`config.mk`:
```
export PLATFORM = sky130hd
export DESIGN_NAME = gcd_ctrl_unit
export DESIGN_NICKNAME = d
export VERILOG_FILES = /design/src/rtl/gcd_ctrl_unit.sv
export SDC_FILE = /design/constraint.sdc
export NUM_CORES = 1
export LEC_CHECK = 0
export BUFFER_PORTS_ARGS = -buffer_cell sky130_fd_sc_hd__clkbuf_2
export CORE_AREA = 2 2 39 41
export DETAILED_ROUTE_END_ITERATION = 6
export DIE_AREA = 0 0 41 43
export HOLD_SLACK_MARGIN = 0.03
export RECOVER_POWER = 50
export SLEW_MARGIN = 15
export SYNTH_ARGS = -nofsm -noshare
export SYNTH_HDL_FRONTEND = slang
export SYNTH_SLANG_ARGS = --single-unit
```
`constraint.sdc`:
```
create_clock -name clk -period 1.37 [get_ports clk]
set_clock_uncertainty 0.2 [all_clocks]
set_input_delay 0.0685 -clock clk [delete_from_list [all_inputs] [get_ports clk]]
set_output_delay 0.0685 -clock clk [all_outputs]
set_load 0.005 [all_outputs]
```
`src/rtl/gcd_ctrl_unit.sv`:
```
// GCD controller: sequences an external A/B subtract-and-swap datapath (IDLE -> CALC -> DONE).
// Optional CALC-cycle counter on calc_cycles is built when GCD_CTRL_CYCLE_CNT_EN is defined.
//
// state | meaning
// IDLE  | waiting for an operand pair; req_rdy high
// CALC  | swap or subtract each cycle until B reaches zero
// DONE  | result held in A; resp_val high until resp_rdy
module gcd_ctrl_unit #(
  parameter int CNT_W = 16
) (
  input  logic             clk,
  input  logic             reset,
  input  logic             req_val,
  output logic             req_rdy,
  output logic             resp_val,
  input  logic             resp_rdy,
  input  logic             is_a_lt_b,
  input  logic             is_b_zero,
  output logic             a_reg_en,
  output logic             b_reg_en,
  output logic [1:0]       a_mux_sel,
  output logic             b_mux_sel
`ifdef GCD_CTRL_CYCLE_CNT_EN
  ,
  output logic [CNT_W-1:0] calc_cycles
`endif
);

  if (CNT_W < 4 || CNT_W > 32) begin : g_bad_cnt_w
    $error("gcd_ctrl_unit: CNT_W must be in 4..32");
  end

  typedef enum logic [1:0] {
    IDLE = 2'd0,
    CALC = 2'd1,
    DONE = 2'd2
  } state_t;

  localparam logic [1:0] A_SEL_IN  = 2'd0;
  localparam logic [1:0] A_SEL_B   = 2'd1;
  localparam logic [1:0] A_SEL_SUB = 2'd2;

  state_t state, state_nxt;
  // Low from reset until the first clock edge after release, so nothing acts before then.
  logic   live;
  logic   go;

  always_ff @(posedge clk or posedge reset) begin
    if (reset) begin
      state <= IDLE;
      live  <= 1'b0;
    end else begin
      state <= state_nxt;
      live  <= 1'b1;
    end
  end

  assign go = live & ~reset;

  always_comb begin
    state_nxt = state;
    req_rdy   = 1'b0;
    resp_val  = 1'b0;
    a_reg_en  = 1'b0;
    b_reg_en  = 1'b0;
    a_mux_sel = A_SEL_IN;
    b_mux_sel = 1'b0;
    case (state)
      IDLE: begin
        req_rdy = go;
        if (go && req_val) begin
          a_reg_en  = 1'b1;
          b_reg_en  = 1'b1;
          state_nxt = CALC;
        end
      end
      CALC: begin
        if (go) begin
          if (is_a_lt_b) begin
            a_reg_en  = 1'b1;
            b_reg_en  = 1'b1;
            a_mux_sel = A_SEL_B;
            b_mux_sel = 1'b1;
          end else if (!is_b_zero) begin
            a_reg_en  = 1'b1;
            a_mux_sel = A_SEL_SUB;
          end else begin
            state_nxt = DONE;
          end
        end
      end
      DONE: begin
        resp_val = go;
        if (go && resp_rdy) state_nxt = IDLE;
      end
      default: state_nxt = IDLE;
    endcase
  end

`ifdef GCD_CTRL_CYCLE_CNT_EN
  logic [CNT_W-1:0] cnt;

  always_ff @(posedge clk or posedge reset) begin
    if (reset) begin
      cnt <= '0;
    end else if (state == IDLE && go && req_val) begin
      cnt <= '0;
    end else if (state == CALC && go && cnt != {CNT_W{1'b1}}) begin
      cnt <= cnt + 1'b1;
    end
  end

  assign calc_cycles = cnt;
`endif

endmodule

```
; ---- Word-level counts from Yosys, hierarchy flattened
; Index checks and enable logic that the tools add are counted.
[op_classes]
bitwise_logic = 2
n_eq_ne = 7
n_reduce_logical = 4
n_mux = 21
[op_table]
columns = op, n
row1 = 2-to-1 mux 2 bit, 9
row2 = != test 2 bit (second input constant), 5
row3 = 2-to-1 mux 1 bit, 9
row4 = case mux 2 bit (3 select lines), 1
row5 = AND reduction 5 bit, 1
row6 = case mux 1 bit (2 select lines), 2
row7 = equality test 2 x 1 -> 1 bit (second input constant), 1
row8 = equality test 2 bit (second input constant), 1
row9 = logical AND 1 bit, 2
row10 = zero test 2 bit, 1
row11 = AND 1 bit, 1
row12 = NOT 1 bit, 1
[totals]
reg_bits = 3
out_inout_bits = 7

; ---- Logic depth before layout (Yosys ltp)
[depth]
ltp_word = 5
depth_mapped = 4

; ---- Worst setup path after synthesis
; Ideal clock, no wire load.
[synth_timing]
path_type = register to output
start = reg state[1]
end = out a_mux_sel[0]
stages_incl_launch_ff = 5
setup_slack_ps = -61
t_arrival_ps = 1162
path_buffers = 2
required_time_ps = 1102
cell_sequence = dfrtp_1 > or3b_1 > buf_6 > nor2_1 > buf_4
[synth_between]
elab_chain_len = 2
[synth_rtl]
columns = element, line
row1 = "start, declared", 43  ; state_t state, state_nxt;
row2 = "start signal, assigned", 53  ; state <= state_nxt;
row3 = equality test 2 x 1 -> 1 bit, 68  ; case (state)
row4 = 2-to-1 mux 2 bit, 68
row5 = "end, declared", 21  ; output logic [1:0] a_mux_sel,
; Every way passes these cells.

; ---- Worst setup path in the final report
[layout_timing]
start = reg state[1]
end = out a_mux_sel[1]
; The elaborated chain is that of the path after synthesis.

==> reports/metrics.sh <==
NUMBER_OF_ANTENNA_VIOLATIONS_AT_THE_FIRST_CHECK_IN_GLOBAL_ROUTING=0
HOLD-WORST-SLACK_PS=5.15
SYNTH_LARGEST_TYPE_AREA_FRACTION_PCT=30.0
WORST-R2R-SETUP-SLACK_PS=-170
CRIT_PATH_END_KIND='output port'
MAXCAPVIOLCOUNT=0
CRITPATHARRIVALTIME_PS=1370
CTS-HOLD-FIX-BUFFERS=4
FIN_UTIL_PCT=32.9
FIRST_ITER_VIOLATIONS=0
POST_SYNTHESIS_REGISTER_BIT_COUNT=3
MAX-CLOCK-PATH-BUFFERS=2
SYNTH-MAIN-FF-CELL='sky130_fd_sc_hd__dfrtp_1'
CRITICAL-PATH-TOP-DELAY-FAMILY='simple AND/OR/NAND/NOR gates'
DATA_REQUIRED_TIME_OF_THE_CRITICAL_PATH_PS=1100
WL_UM=689
IOPINCOUNT=13
FINAL_CELL_COUNT_NO_FILL=67
TRITONCTS_CLOCK_TREE='done'
SYNTH_EDF_COUNT=0
SYNTH.DISTINCT_CELLS=19
YS_TOP_CELLS_BY_COUNT='sky130_fd_sc_hd__dfrtp_1, sky130_fd_sc_hd__inv_1, sky130_fd_sc_hd__nor2_1'
AREA.SEQUENTIAL_UM2=76.3
PRE_CTS_SLACK_PS=-172
TIMING.CRITICAL_PATH.FANOUT_MAX=5
CP_CELL_SEQUENCE='or3b_4 > nor4b_4 > buf_2'
NUMCLOCKSINKS=3
INITIAL_UTILIZATION_PCT=18.1
POSTSYNTH.ASYNCRESETSHARE_PCT=100
DIE_Y_UM=43
CRITICAL-PATH-MAX-STAGE-DELAY_PS=420
RSZ0062_AT_GRT='yes'
SETUP-VIOLATIONS-FINAL=8
POWER.DENSITY_nW_PER_UM2=1160
FIN_WS_PS=-266
NUMBER_OF_NETS_PRODUCED_BY_SYNTHESIS=32
NUMBER_OF_NETS_WITH_ANTENNA_VIOLATIONS_AFTER_DETAILED_ROUTING=0
CP.BUFFERS_INVERTERS=1
SYN_INST=26
CPMAXSTAGEDELAYCELL='sky130_fd_sc_hd__or3b_4'
GRT_MAX_DEGREE=7
ROUTED-VIA-COUNT=275
HPWLAFTERDP_UM=422
STATUS='complete, but fails checks'
FIRST_GLOBAL_VIAS=289
PLACEDCELLCOUNT=56
CLK-INSERTION-DELAY-LATE_PS=240
ANTENNA_CELLS=0
AREA.GROWTH.SYNTH_TO_FINAL_PCT=82.0
GP_CONGESTION=0.735
DRIVE_GT1_SHARE_PCT=58.8
SYN_AREA_PER_CELL_UM2=9.62
CLK_TRANSITION_REPORTED_PATHS_PS=30
GLOBAL_ROUTE.USAGE.TOTAL_PCT=10.7
SETUP-TNS-FINAL_PS=-1660
LARGEST_CELLS_BY_AREA_AFTER_SYNTHESIS='sky130_fd_sc_hd__dfrtp_1, sky130_fd_sc_hd__nor4b_4, sky130_fd_sc_hd__o32ai_2'
ROW_COUNT=14
FINAL.PERIOD_UTILIZATION_PCT=119
POST_LAYOUT_NETS=58
VIAS_PER_CELL=4.10
POWER.STATIC_LEAKAGE_nW=0.219
NETLIST_AREA_UM2=250
CTS_HTREE_LEVELS=1
SYNTH_LARGEST_AREA_CELL='sky130_fd_sc_hd__dfrtp_1'
GR-TOTAL-OVERFLOW=0
DPL_CELL_AREA_UM2=353
DRC=0
CTSROOTBUFFERMASTER='sky130_fd_sc_hd__clkbuf_4'
VDD_DROP_MAX_uV=580
WORST-SETUP-PATH-TYPE='flip-flop to output port'
LAYOUT_MIN_CYCLE_TIME_PS=1640
VIOLATIONS='negative setup slack'
SYNTH_WARNINGS=0
STARTPOINT_TYPE_OF_THE_WORST_SETUP_PATH='flip-flop'
DETAIL_ROUTE.FIRST_PASS.ITERATIONS=1
WIRE_PER_INST_UM=10.3
LAYOUT.CELL_AREA.NON_FILLER_UM2=455
PLACEMENT.IO_BUFFERS=12
FMAXACHIEVABLE_MHz=611
DIE-AREA_UM2=1760
MULTI_INPUT_COMB_AREA_UM2=165
GRT_FIRST_PASS_WIRELENGTH_UM=1190
CTS-BUFFERS-INSERTED=3
DIE_W_UM=41
CORE_AREA_UM2=1380
HOLD_VIOL_FINAL=0
SYNTH_SEQUENTIAL_AREA_RATIO_PCT=30.0
REPORT.POWER.TOTAL_mW=0.530
FINAL-MAX-SLEW-VIOLATION-COUNT=0
FINAL.FILL_COUNT=161
WORST_HOLD_PATH_TYPE='input pin to flip-flop'
## path summary, 6_finish.rpt
kind,end,depth (start not counted),startpoint
worst max-delay path,a_mux_sel[1],3,state[1]
min in group asynchronous,state[0],4,reset
max in group asynchronous,state[0],4,reset
worst min register to register,state[0],3,state[1]
worst min-delay path,state[1],3,is_b_zero
worst max register to register,state[0],4,state[1]
## cell families (layout without fill, tap and decap cells)
family / after synthesis / in the layout / synth area share (%)
flip-flops: 3 / 3 / 30.0
AND/OR/NAND/NOR: 13 / 13 / 43.0
other: 1 / 1 / 1.50
buffers and inverters: 6 / 31 / 13.5
AO/OA/AOI/OAI: 3 / 3 / 12.0
## tightest hold or removal path, cell delays in order
cell and delay, ps:
sky130_fd_sc_hd__clkbuf_2 110, sky130_fd_sc_hd__nand3b_1 120, sky130_fd_sc_hd__o32ai_2 90
## layout by cell type (no fill, tap or decap), drive strengths merged
| master | count |
|---|---|
| clkbuf | 13 |
| buf | 11 |
| dlygate4sd3 | 4 |
| inv | 3 |
| nor2 | 3 |
| dfrtp | 3 |
| nand2b | 2 |
| o32ai | 2 |
| nor4b | 2 |
| or3b | 1 |
| nor4bb | 1 |
| nand2 | 1 |
| a21oi | 1 |
| nand3b | 1 |
| nor3b | 1 |
| and3b | 1 |
| conb | 1 |
## routing by layer
metal  vias to the layer above  routed length [um]  track usage, %
met5                         -                   0               0
met4                         0                  16            8.00
met3                         3                  48            5.24
met2                         9                 370            15.6
met1                       125                 253            11.0
li1                        138                   -               -
## power by group
part	switching, mW	total [mW]	internal [mW]
clock	0.0501	0.159	0.109
sequential	0.0294	0.142	0.112
combinational	0.102	0.229	0.127
## flip-flops by register name, summed over array words and instances (netlist names)
register,cells
state,2
live,1
## cell type report
type / count / area share [%]
multi-input cells: 17 / 36.3
flip-flops and latches: 3 / 16.8
repair buffers: 24 / 34.3
well taps: 16 / 4.40
inverters: 3 / 2.47
clock buffers: 4 / 5.77
## what timing repair did
item	in CTS	in global routing
setup buffers	3	0
endpoints found under the setup margin	9	9
resized for setup	5	5
pin swaps	3	1
endpoints found under the hold margin	5	1
Power figures use the tool's default switching activity.
